$ cat src/rtl/rr_stream_mux_pkg.sv
// Shared constants and helpers for the round-robin stream multiplexer.
package rr_stream_mux_pkg;

  localparam int unsigned MAX_CH     = 16;
  localparam int unsigned MAX_DATA_W = 64;

  // Index width for n channels, never narrower than one bit.
  function automatic int unsigned sel_width(input int unsigned n);
    return (n > 1) ? $clog2(n) : 1;
  endfunction

endpackage

$ cat src/rtl/rr_arbiter.sv
// Round-robin arbiter with a registered last-grant pointer.
// RR_STREAM_MUX_LOCK_EN adds packet locking: the grant sticks until a beat with last transfers.
module rr_arbiter
  import rr_stream_mux_pkg::*;
#(
  parameter int unsigned NUM_CH = 4,
  parameter int unsigned SelW   = sel_width(NUM_CH)
) (
  input  logic              clk,
  input  logic              rst,
  input  logic [NUM_CH-1:0] req_i,
  input  logic              enable_i,
  input  logic              advance_i,
  input  logic [SelW-1:0]   adv_idx_i,
`ifdef RR_STREAM_MUX_LOCK_EN
  input  logic              last_i,
  input  logic              lock_clr_i,
`endif
  output logic [NUM_CH-1:0] grant_o,
  output logic [SelW-1:0]   grant_idx_o
);

  logic [SelW-1:0] ptr_q, ptr_d;
  int unsigned     cand;
  logic            found;

`ifdef RR_STREAM_MUX_LOCK_EN
  logic lock_q, lock_d;

  // The locked channel is always the last granted one, so ptr_q doubles as the lock owner.
  always_comb begin
    lock_d = lock_q;
    if (lock_clr_i) begin
      lock_d = 1'b0;
    end else if (advance_i) begin
      lock_d = !last_i;
    end
  end

  always_ff @(posedge clk or posedge rst) begin
    if (rst) begin
      lock_q <= 1'b0;
    end else begin
      lock_q <= lock_d;
    end
  end
`endif

  always_comb begin
    grant_o     = '0;
    grant_idx_o = '0;
    found       = 1'b0;
    cand        = 0;
`ifdef RR_STREAM_MUX_LOCK_EN
    if (lock_q) begin
      if (enable_i && req_i[ptr_q]) begin
        grant_o[ptr_q] = 1'b1;
        grant_idx_o    = ptr_q;
      end
    end else
`endif
    if (enable_i) begin
      for (int unsigned k = 1; k <= NUM_CH; k++) begin
        cand = 32'(ptr_q) + k;
        if (cand >= NUM_CH) begin
          cand = cand - NUM_CH;
        end
        if (!found && req_i[cand]) begin
          found         = 1'b1;
          grant_o[cand] = 1'b1;
          grant_idx_o   = SelW'(cand);
        end
      end
    end
  end

  always_comb begin
    ptr_d = advance_i ? adv_idx_i : ptr_q;
  end

  // Reset to the top channel so channel 0 wins the first search.
  always_ff @(posedge clk or posedge rst) begin
    if (rst) begin
      ptr_q <= SelW'(NUM_CH - 1);
    end else begin
      ptr_q <= ptr_d;
    end
  end

endmodule

$ cat src/rtl/rr_stream_mux.sv
// N-channel valid/ready stream mux: round-robin or forced select into a registered output stage.
// Define RR_STREAM_MUX_LOCK_EN for packet-locked arbitration with in_last/out_last ports.
module rr_stream_mux
  import rr_stream_mux_pkg::*;
#(
  parameter int unsigned NUM_CH = 4,
  parameter int unsigned DATA_W = 8,
  parameter int unsigned SelW   = sel_width(NUM_CH)
) (
  input  logic                     clk,
  input  logic                     rst,
  input  logic [NUM_CH-1:0]        in_valid,
  input  logic [NUM_CH*DATA_W-1:0] in_data,
  output logic [NUM_CH-1:0]        in_ready,
`ifdef RR_STREAM_MUX_LOCK_EN
  input  logic [NUM_CH-1:0]        in_last,
  output logic                     out_last,
`endif
  output logic                     out_valid,
  output logic [DATA_W-1:0]        out_data,
  output logic [SelW-1:0]          out_sel,
  input  logic                     out_ready,
  input  logic                     force_en,
  input  logic [SelW-1:0]          force_sel
);

  logic              load_ok, rr_enable, xfer;
  logic [NUM_CH-1:0] rr_grant, force_grant;
  logic [SelW-1:0]   rr_idx, grant_idx;
  logic [DATA_W-1:0] data_mux;

  logic              out_valid_q, out_valid_d;
  logic [DATA_W-1:0] out_data_q, out_data_d;
  logic [SelW-1:0]   out_sel_q, out_sel_d;

`ifdef RR_STREAM_MUX_LOCK_EN
  logic last_mux, out_last_q, out_last_d;
`endif

  assign load_ok   = !rst && (!out_valid_q || out_ready);
  assign rr_enable = load_ok && !force_en;

  rr_arbiter #(
    .NUM_CH (NUM_CH),
    .SelW   (SelW)
  ) u_arb (
    .clk         (clk),
    .rst         (rst),
    .req_i       (in_valid),
    .enable_i    (rr_enable),
    .advance_i   (xfer),
    .adv_idx_i   (grant_idx),
`ifdef RR_STREAM_MUX_LOCK_EN
    .last_i      (last_mux),
    .lock_clr_i  (force_en),
`endif
    .grant_o     (rr_grant),
    .grant_idx_o (rr_idx)
  );

  // Out-of-range force_sel matches no channel, so it naturally grants nothing.
  always_comb begin
    force_grant = '0;
    for (int unsigned i = 0; i < NUM_CH; i++) begin
      force_grant[i] = load_ok && force_en && in_valid[i] && (force_sel == SelW'(i));
    end
    in_ready  = force_en ? force_grant : rr_grant;
    grant_idx = force_en ? force_sel : rr_idx;
    xfer      = |in_ready;
    data_mux  = '0;
`ifdef RR_STREAM_MUX_LOCK_EN
    last_mux  = 1'b0;
`endif
    for (int unsigned i = 0; i < NUM_CH; i++) begin
      if (in_ready[i]) begin
        data_mux = data_mux | in_data[i*DATA_W +: DATA_W];
`ifdef RR_STREAM_MUX_LOCK_EN
        last_mux = last_mux | in_last[i];
`endif
      end
    end
  end

  always_comb begin
    out_valid_d = out_valid_q;
    out_data_d  = out_data_q;
    out_sel_d   = out_sel_q;
`ifdef RR_STREAM_MUX_LOCK_EN
    out_last_d  = out_last_q;
`endif
    if (xfer) begin
      out_valid_d = 1'b1;
      out_data_d  = data_mux;
      out_sel_d   = grant_idx;
`ifdef RR_STREAM_MUX_LOCK_EN
      out_last_d  = last_mux;
`endif
    end else if (out_ready) begin
      out_valid_d = 1'b0;
    end
  end

  always_ff @(posedge clk or posedge rst) begin
    if (rst) begin
      out_valid_q <= 1'b0;
      out_data_q  <= '0;
      out_sel_q   <= '0;
`ifdef RR_STREAM_MUX_LOCK_EN
      out_last_q  <= 1'b0;
`endif
    end else begin
      out_valid_q <= out_valid_d;
      out_data_q  <= out_data_d;
      out_sel_q   <= out_sel_d;
`ifdef RR_STREAM_MUX_LOCK_EN
      out_last_q  <= out_last_d;
`endif
    end
  end

  assign out_valid = out_valid_q;
  assign out_data  = out_data_q;
  assign out_sel   = out_sel_q;
`ifdef RR_STREAM_MUX_LOCK_EN
  assign out_last  = out_last_q;
`endif

endmodule
$ cat config.mk
export PLATFORM = sky130hd
export DESIGN_NAME = rr_stream_mux
export DESIGN_NICKNAME = d
export VERILOG_FILES = /design/src/rtl/rr_stream_mux_pkg.sv /design/src/rtl/rr_arbiter.sv /design/src/rtl/rr_stream_mux.sv
export SDC_FILE = /design/constraint.sdc
export NUM_CORES = 1
export LEC_CHECK = 0
export CORE_MARGIN = 2
export CORE_UTILIZATION = 48
export CTS_CLUSTER_SIZE = 24
export DETAILED_ROUTE_END_ITERATION = 6
export GPL_TIMING_DRIVEN = 0
export HOLD_SLACK_MARGIN = 0.03
export PLACE_DENSITY_LB_ADDON = 0.08
export RECOVER_POWER = 25
export SLEW_MARGIN = 20
export SYNTH_ARGS = -nofsm -noshare
export SYNTH_HDL_FRONTEND = slang
export SYNTH_SLANG_ARGS = --single-unit
$ cat constraint.sdc
create_clock -name clk -period 7.4 [get_ports clk]
set_input_delay 1.48 -clock clk [delete_from_list [all_inputs] [get_ports clk]]
set_output_delay 1.48 -clock clk [all_outputs]
set_load 0.05 [all_outputs]
## Word level (Yosys, flattened, before mapping)

Index checks and enable logic that the tools add are counted.

| word-level totals | value |
|---|---|
| flip-flop bits (word level) | 13 |
| input bits | 42 |
| output and inout port bits | 15 |
| word-level logic and storage cells | 112 |

| cells by class | value |
|---|---|
| $add $sub $neg | 8 |
| order comparisons | 12 |
| equal/unequal tests | 3 |
| mux-type cells | 51 |
| bitwise operators | 6 |
| reductions and logical operators | 28 |

Operators by type and width:

| cell | number |
|---|---|
| $mux 32 | 8 |
| $ge 32x1->1 const B | 4 |
| $ge 32x3->1 const B | 4 |
| $lt 32x3->1 const B | 4 |
| $sub 32x3->32 const B | 4 |
| $mux 4 | 9 |
| $mux 8 | 4 |
| $or 8x8->8 | 3 |
| $logic_and 1x1->1 | 18 |
| $mux 1 | 16 |
| $mux 2 | 6 |
| $or 4x4->4 | 3 |
| $bmux 1 s2 | 4 |
| $demux 1 s2 | 4 |
| $add 2x2->3 const B | 2 |
| $logic_not 1->1 | 6 |
| $add 2x3->4 const B | 1 |
| $eq 2x2->1 const B | 2 |
| $reduce_or 4->1 | 1 |
| $add 2x1->3 const B | 1 |
| $eq 2x1->1 const B | 1 |
| $logic_not 2->1 | 1 |
| $reduce_bool 2->1 | 1 |
| $logic_or 1x1->1 | 1 |

## Depth between registers and ports, before layout

Gate-level depths: netlist (run 1).

| logic depth | value |
|---|---|
| word-level depth | 29 |
| mapped depth | 14 |

## Hierarchy

From an unflattened synthesis (run 1), not the netlist that was laid out.

| unflattened totals | value |
|---|---|
| cells, all modules | 184 |
| area, all modules | 1582.8 sq um |

By module, submodules not included:

| module | instances | cells an instance | area each (sq um) |
|---|---|---|---|
| rr_stream_mux | 1 | 109 | 960.9 |
| rr_arbiter | 1 | 75 | 621.8 |

## Least setup slack after synthesis (run 1)

Ideal clock, no wire load.

| path | value |
|---|---|
| kind | in2out |
| start point | input in_valid[3] |
| end point | output in_ready[0] |
| data arrival time | 3.829 ns |
| data required time | 5.920 ns |
| path slack | 2.091 ns |
| cell stages on the path | 6 |
| buffers on the path | 1 |
| path through | buf_2 -> or3b_1 -> a2111o_1 -> nand3_1 -> a22oi_1 -> o21ai_0 |

| on the way | value |
|---|---|
| cells in the longest elaborated chain, start to end | 17 |
| elaborated cells on any way between the ends | 32 |
| classes of those cells | 23 x mux; 3 x bitwise; 6 x reduce/logical |

Ends and longest elaborated chain:

| element | line | RTL |
|---|---|---|
| from (decl) | rr_stream_mux.sv:12 | `input logic [NUM_CH-1:0] in_valid,` |
| $bmux 1 s2 | rr_arbiter.sv:68 | `if (!found && req_i[cand]) begin` |
| $mux 1 (implied by the code) | rr_arbiter.sv:68 |  |
| $mux 1 | rr_arbiter.sv:68 |  |
| $mux 1 | rr_arbiter.sv:62 | `if (enable_i) begin` |
| $logic_not 1->1 | rr_arbiter.sv:68 |  |
| $logic_and 1x1->1 | rr_arbiter.sv:68 |  |
| $mux 1 | rr_arbiter.sv:68 |  |
| $mux 1 | rr_arbiter.sv:62 |  |
| $logic_not 1->1 | rr_arbiter.sv:68 |  |
| $logic_and 1x1->1 | rr_arbiter.sv:68 |  |
| $mux 1 | rr_arbiter.sv:68 |  |
| $mux 1 | rr_arbiter.sv:62 |  |
| $logic_not 1->1 | rr_arbiter.sv:68 |  |
| $logic_and 1x1->1 | rr_arbiter.sv:68 |  |
| $mux 4 * | rr_arbiter.sv:68 |  |
| $mux 4 * | rr_arbiter.sv:62 |  |
| $mux 4 * | rr_stream_mux.sv:67 | `in_ready = force_en ? force_grant : rr_grant;` |
| to (decl) | rr_stream_mux.sv:14 | `output logic [NUM_CH-1:0] in_ready,` |

Every way passes the cells marked *; elsewhere a longest branch is shown, timed or not. The select of a mux whose other input is x is not followed.

## Final worst setup path (run 1)

| path | value |
|---|---|
| start point | input in_valid[2] |
| end point | output in_ready[3] |

The elaborated chain is that of the path after synthesis.

==> impl_results.md, run 1 <==
- DP Wirelength: 3270 um
- H-tree levels: 1
- Worst setup path category: in -> out
- Worst endpoint data arrival time: between 4000 and 5000 ps
- Number of cells on the worst hold path: 1
- Power density over the cells: between 300 and 400 nW/um^2
- Commonest register cell after synthesis: dfrtp_1
- Final Setup Violations: 0
- Critical path data required time: 5920 ps
- Max-cap viol count: 0
- R2R setup slack: 3230 ps
- Final setup TNS: 0 ps
- Post-route DRC: 0
- Clock skew: 5.39 ps
- Top Ports: 57
- Part of the cycle the worst path needs: 81.6%
- Reg2Reg Capture Point: out_sel[0]
- Worst slack, placed: 1400 ps
- Reg2reg path depth: 13
- EDFF count, synth: 0
- R2r startpoint: u_arb.ptr_q[0]
- Clock sink count: 13
- Fmax: 0.166 GHz
- Synth Warn #: 0
- Reg clk slew, reported paths: 70 ps
- DRT iter0 DRCs: 54
- Crit path from: in_valid[2]
- Status: complete, no violations
- Setup ws final: between 1000 and 1500 ps
- Largest cells by area after synthesis: dfrtp_1 (19%), mux2_4 (9.2%), a221o_1 (6.2%), ha_1 (6.0%), mux4_2 (4.6%)
- Core Area: 2980 um^2
- Post-synthesis instance total: 153
- Seq cells post-synth: 13
- WL/cell: about 17 um
- Nets: 262
- Num rows: 20
- Post-layout minimum cycle time: 6040 ps
- Library cells used by synthesis: 53
- Clk buf depth: 2
- CTS tree: yes
- Cell area after layout: 2080 um^2
- Initial antenna violation count: 0
- Via count: 1,491
- Slew @ Worst Pin: 922 ps
- Area delta synth->final: 42.3%
- Worst min-delay path class: reg -> reg
- I/O Buffers: 55
- Avg Cell Area, Syn: 9.56 um^2
- Vias in the first global route: about 1,400
- CTS Hold Bufs: 0
- Layout cells sized above 1: 15.6%
- Die area: 3500 um^2
- Syn_nets: 202
- Setup crit start kind: input port
- RSZ-0062 raised after global routing: false
- Asr flop ratio synth: 100%
- Placed cell areas: 2050 um^2
- Global-route wire length before repair: 6480 um
- Antenna diodes: 0
- Routability cong.: 0.902
- Die height: 59.2 um
- Post-CTS setup buffer count: 0
- Area fraction of the dominant cell type after synthesis: 18.8%
- Global route overflow: 0
- Clk root buf: clkbuf_4
- CP Capture Type: output port
- Total CTS buffers: 3
- Synth area leader: dfrtp_1
- CP endpoint: in_ready[3]
- Cell Area, Synth: 1460 um^2
- Final WL: 4050 um
- Peak VDD IR: 0.231 mV
- Pins over their slew limit: 0
- Final hold viol count: 0
- Die width: around 59 um
- Total GRT Usage: between 20% and 30%
- Relative slew margins: 37.7%
- Initial core utilization: 49.1%
- Largest fanout on the critical path: 10
- Register area share after synthesis: 22.4%
- Hold slack: ~500 ps
- DR vias/cell: 6.09
- Post_cts resized: 0
- FILL cells: 264
- Clk_lat worst skew: 270 ps
- Largest net degree at the start of global routing: 14
- DRT Pass-1 Iters: 4
- DRT antenna net count: 0
- LEAKAGE: 0.839 nW
[per-layer routing]
metal | up-vias | part of all wire (%) | GRT usage, %
met5 | - | 0 | 0
met4 | 0 | 1.1 | 7.79
met3 | 4 | 7.1 | 1.75
met2 | 72 | 47 | 37.0
met1 | 700 | 44 | 35.7
li1 | 715 | - | -
[area by class of cell]
class / instances / area [um^2] / share of cell area (%)
clock buffer: 4 / 26.3 / 1.26
inverter: 6 / 22.5 / 1.08
sequential: 13 / 328 / 15.8
tap: 33 / 41.3 / 1.98
buffer: 12 / 76.3 / 3.67
multi-input combinational: 122 / 1040 / 49.8
timing repair buffer: 55 / 551 / 26.5
[synth_stat cells, types with 3 or more instances]
cell type  instances
nand2_1           17
dfrtp_1           11
a221o_1            9
mux2_4             9
buf_2              7
ha_1               7
o2bb2ai_1          7
inv_1              6
nor2b_1            5
o21ai_0            5
a21oi_1            4
mux2_1             4
a22oi_1            3
buf_6              3
mux4_2             3
nand2b_1           3
nand3_1            3
nor3_1             3
[layout by cell type, fill, tap and decap left out, drive strengths merged, types with 2 or more instances in the layout]
master and instances:
o2bb2ai 7, buf 11, dfrtp 11, nor3 3, nand2b 3, nand3b 2, and3 2, dfstp 2
o21ai 8, nor2b 6, a32o 2, clkbuf 5, mux4 3, nand2 17, a221o 9, clkdlybuf4s50 54
nor4b 2, nor3b 2, inv 6, mux2i 2, mux2 14, a21oi 4, nand3 3, a22oi 5
ha 7
[sequential cells by signal, indices dropped and copies added (netlist names)]
register	flops
u_arb.ptr_q	2
out_data	8
out_sel	2
out_valid	1
[power breakdown]
group	internal [W]	switching, W
sequential	0.000102	0.0000250
combinational	0.000261	0.000317
clock	0.0000209	0.0000215
total	0.000384	0.000363
[through the flow]
step	std cells	utilization, %	power, W
after global routing	245	69.9	0.000795
after detailed placement	241	69.0	0.000702
after global placement	241	69.0	0.000685
after CTS	245	69.9	0.000746
final	245	69.9	0.000747
after floorplan	153	-	0.000554
[critical path, stage by stage]
cell,delay (ps)
clkdlybuf4s50_1,460
buf_6,170
mux4_2,500
buf_2,210
a221oi_1,390
a311o_1,170
clkbuf_1,300
clkdlybuf4s50_1,880
[worst min-delay path by stage]
stage / start / end / slack, ps
after floorplan: u_arb.ptr_q[1] / u_arb.ptr_q[1] / 670
after global placement: out_data[4] / out_data[4] / 480
after detailed placement: out_data[5] / out_data[5] / 490
after CTS: out_data[5] / out_data[5] / 510
after global routing: out_sel[1] / out_sel[1] / 530
final: out_sel[1] / out_sel[1] / 510
[cells by family (layout without fill, tap and decap cells)]
group	Yosys count	in the layout	synth area share, %
buf+inv	18	77	6.76
flops	13	13	22.4
compound gates	48	48	27.2
fa+ha+maj	7	7	5.99
mux	19	19	19.1
simple gates	48	48	18.6
Note: power is estimated with default switching activity, not from simulation.
==> run 2: changes to the inputs <==
Settings changed: CORE_UTILIZATION 48 to 40.
Clock period 7.4 ns to 5.49 ns, I/O delays scaled along.
==> run 2 against run 1 <==
Net effect: non-clock buffer count unchanged; global-route usage decreased by 4.4 points; count of clock-buffer cells in the layout unchanged; cell count increased by 5.3%; via count increased by 0.40%; die area increased by 19%; critical path depth increased by 2; flip-flop and latch count unchanged; combinational power increased by 34%; largest cell class unchanged.
==> impl_results.md, run 2 (synthesized netlist as in run 1, its figures left out) <==
- Post_cts resized: 0 (unchanged)
- Nets: 262 (unchanged)
- FILL cells: 306 (was 264)
- Largest register FFs: 8 (unchanged)
- Most common cell after layout, fill and taps aside: clkdlybuf4s50_1 (unchanged)
- Clock sink count: 13 (unchanged)
- CP Cell Sequence: buf_2 -> inv_1 -> ha_1 -> buf_6 -> mux4_2 -> buf_2 -> a221oi_1 -> a311o_1 -> clkbuf_1 -> clkdlybuf4s50_1 (was clkdlybuf4s50_1 -> buf_6 -> mux4_2 -> buf_2 -> a221oi_1 -> a311o_1 -> clkbuf_1 -> clkdlybuf4s50_1)
- Final hold viol count: 0 (unchanged)
- Power density over the cells: 477 nW/um^2 (was 359 nW/um^2)
- Cell mode on critical path: buf_2 (was clkdlybuf4s50_1)
- Setup crit start kind: flip-flop (was input port)
- Relative slew margins: 38.1% (was 37.7%)
- Inst Count DP: 254 (was 241)
- Sw Ratio: 48.3% (was 48.6%)
- CTS Hold Bufs: 0 (unchanged)
- Die height: 64.5 um (was 59.2 um)
- Total CTS buffers: 3 (unchanged)
- Post-CTS setup buffer count: 0 (unchanged)
- Post-layout minimum cycle time: about 5300 ps
- Part of the power in registers: 17.0% (about the same)
- Critical path data required time: 4390 ps (was 5920 ps)
- CP Capture Type: output port (unchanged)
- DR vias/cell: 5.80 (was 6.09)
- Via count: 1,497 (was 1,491)
- Clk buf depth: 2 (unchanged)
- Internal power: 0.000517 W (was 0.000384 W)
- DRT antenna net count: 0 (unchanged)
- Max-cap viol count: 0 (unchanged)
- Antenna diodes: 0 (unchanged)
- Die area: 4160 um^2 (was 3500 um^2)
- Part of the cycle the worst path needs: 96.3%
- Initial antenna violation count: 0 (unchanged)
- Logic pwr share: 77.2% (was 77.4%)
- Worst endpoint data arrival time: 4190 ps (was 4560 ps)
- Area delta synth->final: 43.4% (was 42.3%)
- Global-route wire length before repair: 6530 um (was 6480 um)
- Fmax: 0.189 GHz
- Final WL: 4050 um (about the same)
- Clock skew: 1.05 ps (was 5.39 ps)
- WP buf/inv: 6 (was 5)
- Register area: 328 um^2 (unchanged)
- WL/cell: 15.7 um (was 16.5 um)
- Slew @ Worst Pin: 916 ps (was 922 ps)
- Non-filler cells, final: 258 (was 245)
- Clock share of power: 5.8% (was 5.7%)
- Worst min-delay path class: reg -> reg (unchanged)
- Global route overflow: 0 (unchanged)
- Final setup TNS: 0 ps (unchanged)
- Area taken by multi-input logic gates: 1040 um^2 (unchanged)
- Vias in the first global route: 1,377 (was 1,389)
- CP max stage cell: clkdlybuf4s50_1 (unchanged)
- Total GRT Usage: 19.7% (was 24.1%)
- Num rows: 21 (was 20)
- Core Area: 3420 um^2 (was 2980 um^2)
- Layout cells sized above 1: 15.6% (unchanged)
- H-tree levels: 1 (unchanged)
- CTS tree: yes (unchanged)
- Largest fanout on the critical path: 10 (unchanged)
- DP Wirelength: 3310 um (was 3270 um)
- Worst setup path category: reg -> out (was in -> out)
- Reg clk slew, reported paths: 80 ps (was 70 ps)
- Largest net degree at the start of global routing: 14 (unchanged)
- Peak VDD IR: 0.281 mV (was 0.231 mV)
- Status: complete, no violations (unchanged)
- Clk root buf: clkbuf_4 (unchanged)
- Clk_lat worst skew: 270 ps (about the same)
- Routability cong.: 0.903 (was 0.902)
- Switch Pwr: 0.000483 W (was 0.000363 W)
- LEAKAGE: 0.839 nW (unchanged)
- Leading cell types in the layout, fill and taps excluded: clkdlybuf4s50_1 (54), nand2_1 (17), dfrtp_1 (11) (unchanged)
- Hold slack: 500 ps (was 511 ps)
- Post-route DRC: 0 (unchanged)
- Initial core utilization: 42.8% (was 49.1%)
- I/O Buffers: 55 (unchanged)
- DRT Pass-1 Iters: 4 (unchanged)
- Critical Path Max Stage Delay: 880 ps (about the same)
- Die width: 64.5 um (was 59.2 um)
- RSZ-0062 raised after global routing: false (unchanged)
- Crit path max-delay family: buffers and inverters (unchanged)
- Pins over their slew limit: 0 (unchanged)
- Final Setup Violations: 0 (unchanged)
- Top Ports: 57 (unchanged)
- DRT iter0 DRCs: 81 (was 54)
-- run 2: cell counts in the layout (fill, tap and decap cells not counted) --
No cell type changed its count.
-- run 2: per-stage QoR --
stage	total power (W)	cell area, um^2	utilization (%)	setup slack [ps]
after floorplan	0.000746	1460	-	945
after global placement	0.000926	2070	60.6	281
after detailed placement	0.000942	2070	60.6	269
after CTS	0.00100	2100	61.4	207
after global routing	0.00107	2100	61.4	1.78
final	0.00100	2100	61.4	205
-- run 2: final timing paths --
| path | start | end | slack, ps | cells past startpoint |
|---|---|---|---|---|
| setup / recovery | u_arb.ptr_q[0] | in_ready[3] | 210 | 10 |
| hold / removal | out_data[4] | out_data[4] | 500 | 1 |
| setup reg to reg | u_arb.ptr_q[0] | out_sel[0] | 1340 | 13 |
| hold reg to reg | out_data[4] | out_data[4] | 500 | 1 |
| max in group asynchronous | rst | u_arb.ptr_q[0] | 3780 | 2 |
| min in group asynchronous | rst | out_sel[0] | 1370 | 2 |
-- run 2: area by class of cell --
type                            instances  area share [%]
Clock buffer                            4            1.25
Tap cell                               46            2.74
Inverter                                6            1.07
Timing Repair Buffer                   55            26.3
Buffer                                 12            3.64
Multi-Input combinational cell        122            49.4
Sequential cell                        13            15.6
-- run 2: worst reg2reg max path: stages, from the launching register on --
cell	delay, ps
dfstp_2	610
buf_2	230
inv_1	160
ha_1	330
buf_6	140
mux4_2	530
buf_2	210
a221o_1	290
a22oi_2	200
o21ai_2	160
or4_1	560
buf_2	170
buf_6	160
mux2_4	300
-- run 2: power groups by stage --
stage	logic (W)	registers [W]	clock network, W
global route	0.000832	0.000175	0.0000662
finish	0.000773	0.000170	0.0000583
floorplan	0.000488	0.000258	0
CTS	0.000772	0.000170	0.0000610
global placement	0.000756	0.000170	0
detailed placement	0.000771	0.000171	0
-- run 2: layer usage --
layer | vias to the layer above | part of all wire (%) | global-route usage, % | wire length (um)
li1 | 715 | - | - | -
met1 | 700 | 46 | 29.1 | 1870
met2 | 80 | 47 | 31.1 | 1890
met3 | 2 | 6.6 | 1.22 | 267
met4 | 0 | 0.47 | 5.59 | 19
met5 | - | 0 | 0 | 0
==> run 3: changes to the inputs <==
Settings changed: CORE_MARGIN 2 to 5.
==> run 3 against run 2 <==
Net effect: count of clock-buffer cells in the layout unchanged; combinational power up 2%; non-clock buffer count stayed put; via count grew 2.9%; clock power rose by 52%; setup slack better by 6.6 ps; cell area up 1.1%; cell count up 0.78%; clock skew grew 0.76 ps.
==> impl_results.md, run 3 (synthesized netlist as in run 1, its figures left out) <==
- Status: complete, no violations (unchanged)
- Antenna diodes: 0 (unchanged)
- R2r startpoint: u_arb.ptr_q[0] (unchanged)
- Clk buf depth: 2 (unchanged)
- DP Wirelength: 3610 um (was 3310 um)
- Initial core utilization: 40.6% (was 42.8%)
- Die height: 70.5 um (was 64.5 um)
- Initial antenna violation count: 0 (unchanged)
- LEAKAGE: 0.864 nW (was 0.839 nW)
- Clk_lat worst skew: 250 ps (was 270 ps)
- Peak VDD IR: 0.219 mV (was 0.281 mV)
- Critical Path Max Stage Delay: 890 ps (was 880 ps)
- DR vias/cell: 5.93 (was 5.80)
- DRT Pass-1 Iters: 4 (unchanged)
- Slew @ Worst Pin: 1000 ps (was 916 ps)
- DRT iter0 DRCs: 143 (was 81)
- Layout cells sized above 1: 15.6% (unchanged)
- Setup crit start kind: input port (was flip-flop)
- Area delta synth->final: 45.0% (was 43.4%)
- Leading cell types in the layout, fill and taps excluded: clkdlybuf4s50_1 (53), nand2_1 (17), dfrtp_1 (11) (was clkdlybuf4s50_1 (54), nand2_1 (17), dfrtp_1 (11))
- Crit path max-delay family: buffers and inverters (unchanged)
- DRT antenna net count: 0 (unchanged)
- Final setup TNS: 0 ps (unchanged)
- Fmax: 0.189 GHz (about the same)
- I/O Buffers: 55 (unchanged)
- Hold Startpoint: out_data[3] (was out_data[4])
- Post-route DRC: 0 (unchanged)
- Clock sink count: 13 (unchanged)
- Total power: 0.00104 W (was 0.00100 W)
- Global-route wire length before repair: 7670 um (was 6530 um)
- Via count: 1,541 (was 1,497)
- CP Capture Type: output port (unchanged)
- Num rows: 22 (was 21)
- Largest register FFs: 8 (unchanged)
- Cell mode on critical path: clkdlybuf4s50_1 (was buf_2)
- Clk root buf: clkbuf_8 (was clkbuf_4)
- Total CTS buffers: 3 (unchanged)
- CP max stage cell: clkdlybuf4s50_1 (unchanged)
- Largest fanout on the critical path: 10 (unchanged)
- CTS Hold Bufs: 0 (unchanged)
- Routability cong.: 0.863 (was 0.903)
- CTS tree: yes (unchanged)
- Die area: 4970 um^2 (was 4160 um^2)
- Post-layout minimum cycle time: 5280 ps (about the same)
- Vias in the first global route: 1,612 (was 1,377)
- Worst setup path category: in -> out (was reg -> out)
- Final WL: 4560 um (was 4050 um)
- Relative slew margins: 32.2% (was 38.1%)
- Final Setup Violations: 0 (unchanged)
- Global route overflow: 0 (unchanged)
- Largest net degree at the start of global routing: 14 (unchanged)
- Worst min-delay path class: reg -> reg (unchanged)
- Most common cell after layout, fill and taps aside: clkdlybuf4s50_1 (unchanged)
- H-tree levels: 1 (unchanged)
- WL/cell: 17.5 um (was 15.7 um)
- Final hold viol count: 0 (unchanged)
- Part of the cycle the worst path needs: 96.1% (was 96.3%)
- Total GRT Usage: 18.9% (was 19.7%)
- FILL cells: 322 (was 306)
- Crit path from: in_valid[3] (was u_arb.ptr_q[0])
- Clock skew: 1.81 ps (was 1.05 ps)
- WP buf/inv: 3 (was 6)
- Top Ports: 57 (unchanged)
- Nets: 262 (unchanged)
- CP Cell Sequence: clkdlybuf4s50_1 -> buf_2 -> or3b_1 -> a2111o_1 -> nand3_1 -> a22oi_2 -> o21ai_2 -> clkdlybuf4s50_1 (was buf_2 -> inv_1 -> ha_1 -> buf_6 -> mux4_2 -> buf_2 -> a221oi_1 -> a311o_1 -> clkbuf_1 -> clkdlybuf4s50_1)
- Post-CTS setup buffer count: 0 (unchanged)
- Pins over their slew limit: 0 (unchanged)
- Power density over the cells: 493 nW/um^2 (was 477 nW/um^2)
- Reg clk slew, reported paths: 60 ps (was 80 ps)
- Die width: 70.5 um (was 64.5 um)
- Critical path data required time: 4390 ps (about the same)
- Worst endpoint data arrival time: 4180 ps (was 4190 ps)
- RSZ-0062 raised after global routing: false (unchanged)
- Max-cap viol count: 0 (unchanged)
- Core Area: 3610 um^2 (was 3420 um^2)
-- run 3: cell count changes in the layout (fill, tap and decap cells not counted) --
| cell | delta |
|---|---|
| dlymetal6s2s_1 | +1 |
| clkdlybuf4s50_1 | -1 |
| clkbuf_8 | +3 |
| clkbuf_4 | -3 |
-- run 3: routing by layer --
metal	global-route usage [%]	up-vias	wire length (um)
li1	-	717	-
met3	4.60	9	340
met2	31.8	71	2230
met4	4.68	0	69
met1	24.0	744	1920
met5	0	-	0
-- run 3: timing repair --
| item | in CTS | in global routing |
|---|---|---|
| endpoints found under the hold margin | 0 | 0 |
| resized for setup | 0 | 1 |
| endpoints found under the setup margin | 0 | 1 |
-- run 3: final cells by class --
type / instances / area (um^2) / area share [%]
buffer: 12 / 76.3 / 3.60
clock buffer: 4 / 45.0 / 2.12
inverter: 6 / 22.5 / 1.06
multi-input combinational: 122 / 1040 / 48.8
sequential: 13 / 328 / 15.5
tap: 48 / 60.1 / 2.83
timing repair buffer: 55 / 553 / 26.1
-- run 3: path summary, 6_finish.rpt --
check | end | slack, ps | depth (start not counted)
worst min register to register | out_data[3] | 490 | 1
max in group asynchronous | u_arb.ptr_q[1] | 3720 | 2
worst max-delay path | in_ready[1] | 210 | 8
worst max register to register | out_data[1] | 1330 | 13
min in group asynchronous | out_data[5] | 1420 | 2
worst min-delay path | out_data[3] | 490 | 1
-- run 3: report_power, final --
part | switching [W] | total (W) | leakage (nW) | internal [W]
registers | 0.0000342 | 0.000172 | 0.164 | 0.000137
logic | 0.000432 | 0.000785 | 0.677 | 0.000352
clock network | 0.0000370 | 0.0000884 | 0.0228 | 0.0000514
total | 0.000504 | 0.00104 | 0.864 | 0.000541
-- run 3: stage by stage --
stage / hold WS [ps] / worst slack [ps] / utilization, % / instances / cell area, um^2
after CTS: 499 / 194 / 58.7 / 260 / 2120
after global routing: 516 / 73.4 / 58.8 / 260 / 2120
after detailed placement: 479 / 226 / 57.5 / 256 / 2070
after floorplan: 674 / 945 / - / 153 / 1460
after global placement: 490 / 265 / 57.5 / 256 / 2070
final: 494 / 212 / 58.8 / 260 / 2120
